File: src/rtl/level_pkg.sv
// Shared types and constants for the level controller: level width, ceiling,
// FSM state encoding and debounce/decay timing defaults for sim and board.
package level_pkg;

  localparam int LEVEL_W = 4;
  localparam logic [LEVEL_W-1:0] LEVEL_MAX = 4'd15;

  localparam int DB_CYCLES_SIM      = 4;
  localparam int DB_CYCLES_BOARD    = 1_000_000;
  localparam int DECAY_CYCLES_SIM   = 16;
  localparam int DECAY_CYCLES_BOARD = 50_000_000;

  typedef enum logic [1:0] {
    IDLE = 2'd0,
    WAIT = 2'd1,
    DEC  = 2'd2
  } state_e;

  function automatic logic [LEVEL_W-1:0] sat_inc(input logic [LEVEL_W-1:0] v);
    logic [LEVEL_W-1:0] r;
    if (v == LEVEL_MAX) begin
      r = v;
    end else begin
      r = v + LEVEL_W'(1);
    end
    return r;
  endfunction

  function automatic logic [LEVEL_W-1:0] sat_dec(input logic [LEVEL_W-1:0] v);
    logic [LEVEL_W-1:0] r;
    if (v == {LEVEL_W{1'b0}}) begin
      r = v;
    end else begin
      r = v - LEVEL_W'(1);
    end
    return r;
  endfunction

endpackage

File: src/rtl/level_ctrl_if.sv
// Button/decay inputs and level outputs of the level controller, bundled
// so the driver side (master) and controller side (slave) share one port.
interface level_ctrl_if;
  import level_pkg::*;

  logic               btn_up;
  logic               btn_down;
  logic               decay_en;
  logic [LEVEL_W-1:0] level;
  logic               at_max;
  logic               at_min;
  logic               step_pulse;

  modport master (
    output btn_up, btn_down, decay_en,
    input  level, at_max, at_min, step_pulse
  );

  modport slave (
    input  btn_up, btn_down, decay_en,
    output level, at_max, at_min, step_pulse
  );
endinterface

File: src/rtl/btn_debounce.sv
// Two-flop synchroniser, stability counter and registered one-cycle pulse
// on each debounced rising edge of a raw pushbutton.
module btn_debounce #(
  parameter int DB_CYCLES = 4
) (
  input  logic clk,
  input  logic rst_n,
  input  logic btn_raw,
  output logic press
);

  localparam int CNT_W = (DB_CYCLES > 1) ? $clog2(DB_CYCLES) : 1;
  localparam logic [CNT_W-1:0] CNT_LAST = CNT_W'(DB_CYCLES - 1);

  logic             sync1_q, sync1_d;
  logic             sync2_q, sync2_d;
  logic             db_q, db_d;
  logic             db_dly_q, db_dly_d;
  logic             press_q, press_d;
  logic [CNT_W-1:0] cnt_q, cnt_d;

  always_ff @(posedge clk) begin
    if (!rst_n) begin
      sync1_q  <= 1'b0;
      sync2_q  <= 1'b0;
      db_q     <= 1'b0;
      db_dly_q <= 1'b0;
      press_q  <= 1'b0;
      cnt_q    <= {CNT_W{1'b0}};
    end else begin
      sync1_q  <= sync1_d;
      sync2_q  <= sync2_d;
      db_q     <= db_d;
      db_dly_q <= db_dly_d;
      press_q  <= press_d;
      cnt_q    <= cnt_d;
    end
  end

  // The sample that makes DB_CYCLES consecutive disagreements flips the state.
  always_comb begin
    sync1_d  = btn_raw;
    sync2_d  = sync1_q;
    db_d     = db_q;
    cnt_d    = {CNT_W{1'b0}};
    if (sync2_q != db_q) begin
      if (cnt_q == CNT_LAST) begin
        db_d  = sync2_q;
        cnt_d = {CNT_W{1'b0}};
      end else begin
        db_d  = db_q;
        cnt_d = cnt_q + CNT_W'(1);
      end
    end else begin
      db_d  = db_q;
      cnt_d = {CNT_W{1'b0}};
    end
    db_dly_d = db_q;
    press_d  = db_q & ~db_dly_q;
  end

  assign press = press_q;

endmodule

File: src/rtl/level_ctrl.sv
// Saturating 0..LEVEL_MAX level driven by debounced up/down buttons, with an
// optional idle-time auto-decay FSM; feeds the thermometer output decoder.
module level_ctrl
  import level_pkg::*;
#(
  parameter int DB_CYCLES    = DB_CYCLES_SIM,
  parameter int DECAY_CYCLES = DECAY_CYCLES_SIM
) (
  input  logic        clk,
  input  logic        rst_n,
  level_ctrl_if.slave bus
);

  localparam int TMR_W = (DECAY_CYCLES > 1) ? $clog2(DECAY_CYCLES) : 1;
  localparam logic [TMR_W-1:0] TMR_LAST = TMR_W'(DECAY_CYCLES - 1);

  logic               up_p;
  logic               down_p;
  logic               activity;
  state_e             state_q, state_d;
  logic [TMR_W-1:0]   timer_q, timer_d;
  logic [LEVEL_W-1:0] level_q, level_d;
  logic               step_q, step_d;

  btn_debounce #(.DB_CYCLES(DB_CYCLES)) u_db_up (
    .clk     (clk),
    .rst_n   (rst_n),
    .btn_raw (bus.btn_up),
    .press   (up_p)
  );

  btn_debounce #(.DB_CYCLES(DB_CYCLES)) u_db_down (
    .clk     (clk),
    .rst_n   (rst_n),
    .btn_raw (bus.btn_down),
    .press   (down_p)
  );

  // Simultaneous and saturated presses still count as activity.
  assign activity = up_p | down_p;

  always_ff @(posedge clk) begin
    if (!rst_n) begin
      state_q <= IDLE;
      timer_q <= {TMR_W{1'b0}};
      level_q <= {LEVEL_W{1'b0}};
      step_q  <= 1'b0;
    end else begin
      state_q <= state_d;
      timer_q <= timer_d;
      level_q <= level_d;
      step_q  <= step_d;
    end
  end

  always_comb begin
    state_d = state_q;
    timer_d = {TMR_W{1'b0}};
    case (state_q)
      IDLE: begin
        if (bus.decay_en && (level_q != {LEVEL_W{1'b0}})) begin
          state_d = WAIT;
        end else begin
          state_d = IDLE;
        end
      end
      WAIT: begin
        if (activity) begin
          state_d = WAIT;
        end else if (!bus.decay_en || (level_q == {LEVEL_W{1'b0}})) begin
          state_d = IDLE;
        end else if (timer_q == TMR_LAST) begin
          state_d = DEC;
        end else begin
          state_d = WAIT;
          timer_d = timer_q + TMR_W'(1);
        end
      end
      DEC: begin
        if (activity || (level_d != {LEVEL_W{1'b0}})) begin
          state_d = WAIT;
        end else begin
          state_d = IDLE;
        end
      end
      default: begin
        state_d = IDLE;
      end
    endcase
  end

  // A press in the DEC cycle takes priority and the decay step is dropped.
  always_comb begin
    level_d = level_q;
    if (up_p && down_p) begin
      level_d = level_q;
    end else if (up_p) begin
      level_d = sat_inc(level_q);
    end else if (down_p) begin
      level_d = sat_dec(level_q);
    end else if (state_q == DEC) begin
      level_d = sat_dec(level_q);
    end else begin
      level_d = level_q;
    end
    step_d = (level_d != level_q);
  end

  assign bus.level      = level_q;
  assign bus.at_max     = (level_q == LEVEL_MAX);
  assign bus.at_min     = (level_q == {LEVEL_W{1'b0}});
  assign bus.step_pulse = step_q;

endmodule

File: src/flat_wrapper.sv
// flat-port wrapper written by rule: the top's interface ports become plain ports
module level_ctrl_flat import level_pkg::*;
#(
  parameter int DB_CYCLES    = DB_CYCLES_SIM,
  parameter int DECAY_CYCLES = DECAY_CYCLES_SIM
)
  (clk, rst_n, bus_btn_up, bus_btn_down, bus_decay_en, bus_level, bus_at_max, bus_at_min, bus_step_pulse);
  level_ctrl_if bus_i ();
  input  logic clk;
  input  logic rst_n;
  input wire logic [$bits(bus_i.btn_up)-1:0] bus_btn_up;
  input wire logic [$bits(bus_i.btn_down)-1:0] bus_btn_down;
  input wire logic [$bits(bus_i.decay_en)-1:0] bus_decay_en;
  output wire logic [$bits(bus_i.level)-1:0] bus_level;
  output wire logic [$bits(bus_i.at_max)-1:0] bus_at_max;
  output wire logic [$bits(bus_i.at_min)-1:0] bus_at_min;
  output wire logic [$bits(bus_i.step_pulse)-1:0] bus_step_pulse;
  assign bus_i.btn_up = bus_btn_up;
  assign bus_i.btn_down = bus_btn_down;
  assign bus_i.decay_en = bus_decay_en;
  assign bus_level = bus_i.level;
  assign bus_at_max = bus_i.at_max;
  assign bus_at_min = bus_i.at_min;
  assign bus_step_pulse = bus_i.step_pulse;
  level_ctrl #(.DB_CYCLES(DB_CYCLES), .DECAY_CYCLES(DECAY_CYCLES)) u_core (.clk(clk), .rst_n(rst_n), .bus(bus_i));
endmodule
File: config.mk
export PLATFORM = sky130hd
export DESIGN_NAME = level_ctrl_flat
export DESIGN_NICKNAME = d
export VERILOG_FILES = /design/src/rtl/level_pkg.sv /design/src/rtl/level_ctrl_if.sv /design/src/rtl/btn_debounce.sv /design/src/rtl/level_ctrl.sv /design/src/flat_wrapper.sv
export SDC_FILE = /design/constraint.sdc
export NUM_CORES = 1
export LEC_CHECK = 0
export BUFFER_PORTS_ARGS = -buffer_cell sky130_fd_sc_hd__buf_4
export CAP_MARGIN = 20
export CORE_MARGIN = 10
export CORE_UTILIZATION = 43
export DETAILED_ROUTE_END_ITERATION = 6
export PLACE_DENSITY_LB_ADDON = 0.15
export SLEW_MARGIN = 20
export SYNTH_ARGS = -nofsm -noshare
export SYNTH_HDL_FRONTEND = slang
export SYNTH_SLANG_ARGS = --single-unit
export TNS_END_PERCENT = 10
File: constraint.sdc
create_clock -name clk -period 2 [get_ports clk]
set_input_delay 0.4 -clock clk [delete_from_list [all_inputs] [get_ports clk]]
set_output_delay 0.4 -clock clk [all_outputs]
set_load 0.05 [all_outputs]
==> out/results.tsv <==
stage	metric	value	unit
clock_network	clkSinkCount	25	
synthesis	synth_fp_nets	132	
hold_path	hold_class	primary input to flop	
placement	dp.cells	159	
synthesis	synth_warnings	0	
drt	drc	0	
drt	drt-initial-drc-count	85	
pwr	switching_share	20.8	%
pwr	pwr_density_cell	542	nW/um2
clock_network	clock_path_buffers	2	
status	status	finished clean	
sta	final_hold_viol_count	0	
pwr	p_leak	0.551	nW
final_layout	drive_above_1_share	27.0	%
die	dieHeight	72.2	um
pwr	power_frac_clock	29.7	%
worst_setup_path	crit_type	flop to primary output	
worst_setup_path	worstSetupStartpointType	flop	
grt	overflow	0	
placement	pre_cts_ws	0.0402	ns
placement	io_buffers	11	
synthesis	syn_area	1170	um2
worst_setup_path	arrival	1.52	ns
worst_setup_path	required	1.60	ns
synthesis	synthCells	122	
drt	drtAntennaViolNets	0	
final_layout	stdcell_area	1370	um2
die	core_area	2540	um2
clock_network	cts_tree	built	
synthesis	syn_avg_cell_area	9.59	um2
die	initial_core_util	46.0	%
sta	skew	0.00911	ns
final_layout	nets	148	
synthesis	synth_top_area_share	42.8	%
clock_network	clk_pin_slew	0.14	ns
clock_network	cts_buffers	3	
grt	grt_max_degree	21	
drt	vias	888	
job	cap_violations	0	
sta	fmax	521	MHz
die	die_w	72.2	um
pwr	vdd_ir_drop_max	0.413	mV
drt	wl_per_cell	13.0	um
final_layout	antenna_cells	0	
pwr	p_switching	154	uW
grt	grtUsageTotal	8.64	%
placement	gp_congestion	0.901	
worst_setup_path	critPathMaxFanout	4	
grt	grt_pass1_wl	3.82	mm
drt	first_pass_iters	4	
worst_setup_path	cp-end-kind	primary output	
sta	period_needed	1.92	ns
synthesis	yosys-top-cells-count	dfxtp_1 (25), nor2_1 (7), nor2b_1 (7)	
pwr	intPower	587	uW
clock_network	h-tree-depth	1	
sta	fin_crit_sh	95.9	%
drt	wl	2.17	mm
synthesis	synth_ff_type	dfxtp_1	
sta	rsz0062_at_grt	no	
synthesis	synth.most_common_cell	dfxtp_1	
sta	setup_viol	0	
pwr	power_frac_comb	2.6	%
synthesis	synth-seq-cells	25	
synthesis	ys_seq_area_share	42.8	%
synthesis	synth_top_area_cell	dfxtp_1	
synthesis	synth-edff-count	0	
drt	viasPerCell	5.32	
grt	grt_pass1_vias	884	
die	die_area	5210	um2
clock_network	clk_latency	0.31	ns
synthesis	synth-async-reset-ratio	0	%
die	rows	18	
final_layout	instances_no_fill	167	
synthesis	yosys-top-cells-area	dfxtp_1 (43%), ha_1 (5.3%), nor2b_1 (3.7%)	
grt	antenna_found_initial	0	
pwr	finalPower	742	uW
sta	drv_slew	0	
sta	setup_tns	0	ns
pwr	p_seq_share	67.7	%
placement	dp_hpwl	1.59	mm
sta	final.setup.worst_slack	0.0811	ns
synthesis	synthDistinctLibCells	40	
final_layout	syn2layout_area_growth	16.9	%
placement	place_area	1270	um2
die	boundaryPins	12	
clock_network	root_buffer	clkbuf_4	
sta	tightest_slew	0.514	ns
sta	relSlewSlack	64.8	%
[power groups by stage]
stage,Sequential (mW),Clock (mW),Combinational [mW]
finish,0.502,0.220,0.0190
global route,0.503,0.261,0.0218
CTS,0.502,0.234,0.0196
detailed placement,0.516,0,0.0196
global placement,0.516,0,0.0188
floorplan,0.516,0,0.0115
[worst max-delay path, stage by stage (launching register included)]
cell	delay, ns
dfxtp_4	0.39
inv_4	0.07
ha_4	0.13
or3b_4	0.40
inv_2	0.07
buf_6	0.15
[path summary, 6_finish.rpt]
kind | start | cells after the start | slack, ns | end
worst max-delay path | u_core.bus.level[1] | 5 | 0.08 | bus_at_min
worst min-delay path | bus_btn_up | 2 | 0.28 | u_core.u_db_up.sync1_q
worst max register to register | u_core.bus.level[1] | 8 | 0.16 | u_core.state_q[0]
worst min register to register | u_core.u_db_down.db_dly_q | 1 | 0.39 | u_core.u_db_down.press
[metrics by stage]
| step | hold slack (ns) | utilization [%] |
|---|---|---|
| global route | 0.264 | 53.7 |
| detailed placement | 0.379 | 50.0 |
| finish | 0.281 | 53.7 |
| floorplan | 0.367 | - |
| CTS | 0.269 | 53.2 |
| global placement | 0.374 | 50.0 |
[timing repair]
| action | 4_1_cts | 5_1_grt |
|---|---|---|
| gates resized for setup | 6 | 5 |
| hold buffers | 0 | 0 |
| pin swaps | 0 | 1 |
| endpoints found under the setup margin | 2 | 2 |
| buffers inserted | 4 | 0 |
[sequential cells by signal, indices dropped and copies added, names as in the netlist]
register / flops
u_core.timer_q: 4
u_core.u_db_down.cnt_q: 2
u_core.u_db_up.press: 1
u_core.state_q: 2
u_core.u_db_down.db_dly_d: 1
u_core.bus.step_pulse: 1
u_core.u_db_up.cnt_q: 2
u_core.u_db_up.sync1_q: 1
u_core.u_db_down.sync2_q: 1
u_core.u_db_up.sync2_q: 1
u_core.u_db_up.db_dly_d: 1
u_core.bus.level: 4
u_core.u_db_down.db_dly_q: 1
u_core.u_db_down.sync1_q: 1
u_core.u_db_up.db_dly_q: 1
u_core.u_db_down.press: 1
[cells by family after synthesis]
kind of cell | synth area share (%)
xor gates and xnor gates | 3.00
muxes | 2.99
adders and majority gates | 5.35
buffers and inverters | 5.67
AOI/OAI and AO/OA | 14.1
DFF | 42.8
and+or+nand+nor | 26.1
[cells in the final DEF (no fill, tap or decap), drive strengths merged, types with 4 or more instances in the layout]
cell type / synthesis / routed
nand2: 6 / 6
and3: 4 / 4
buf: 5 / 18
inv: 6 / 6
o21ai: 4 / 4
nor2b: 7 / 7
dfxtp: 25 / 25
a21oi: 4 / 4
ha: 5 / 5
nor2: 7 / 7
and2: 6 / 6
o211ai: 4 / 4
nand3: 5 / 5
[layout make-up]
class / count / area, um2
clock buffer: 3 / 22.5
sequential: 25 / 509
multi-input combinational: 84 / 627
clock inverter: 1 / 7.51
fill: 252 / 1180
timing repair buffer: 18 / 139
tap: 30 / 37.5
inverter: 6 / 25.0
[layer usage]
layer | global-route usage [%] | vias to the layer above | wire, um
li1 | - | 465 | -
met1 | 9.60 | 414 | 1020
met2 | 15.4 | 7 | 1060
met5 | 0 | - | 0
met4 | 2.58 | 0 | 14
met3 | 2.59 | 2 | 80
No activity file was read; power rests on OpenSTA's default activity.
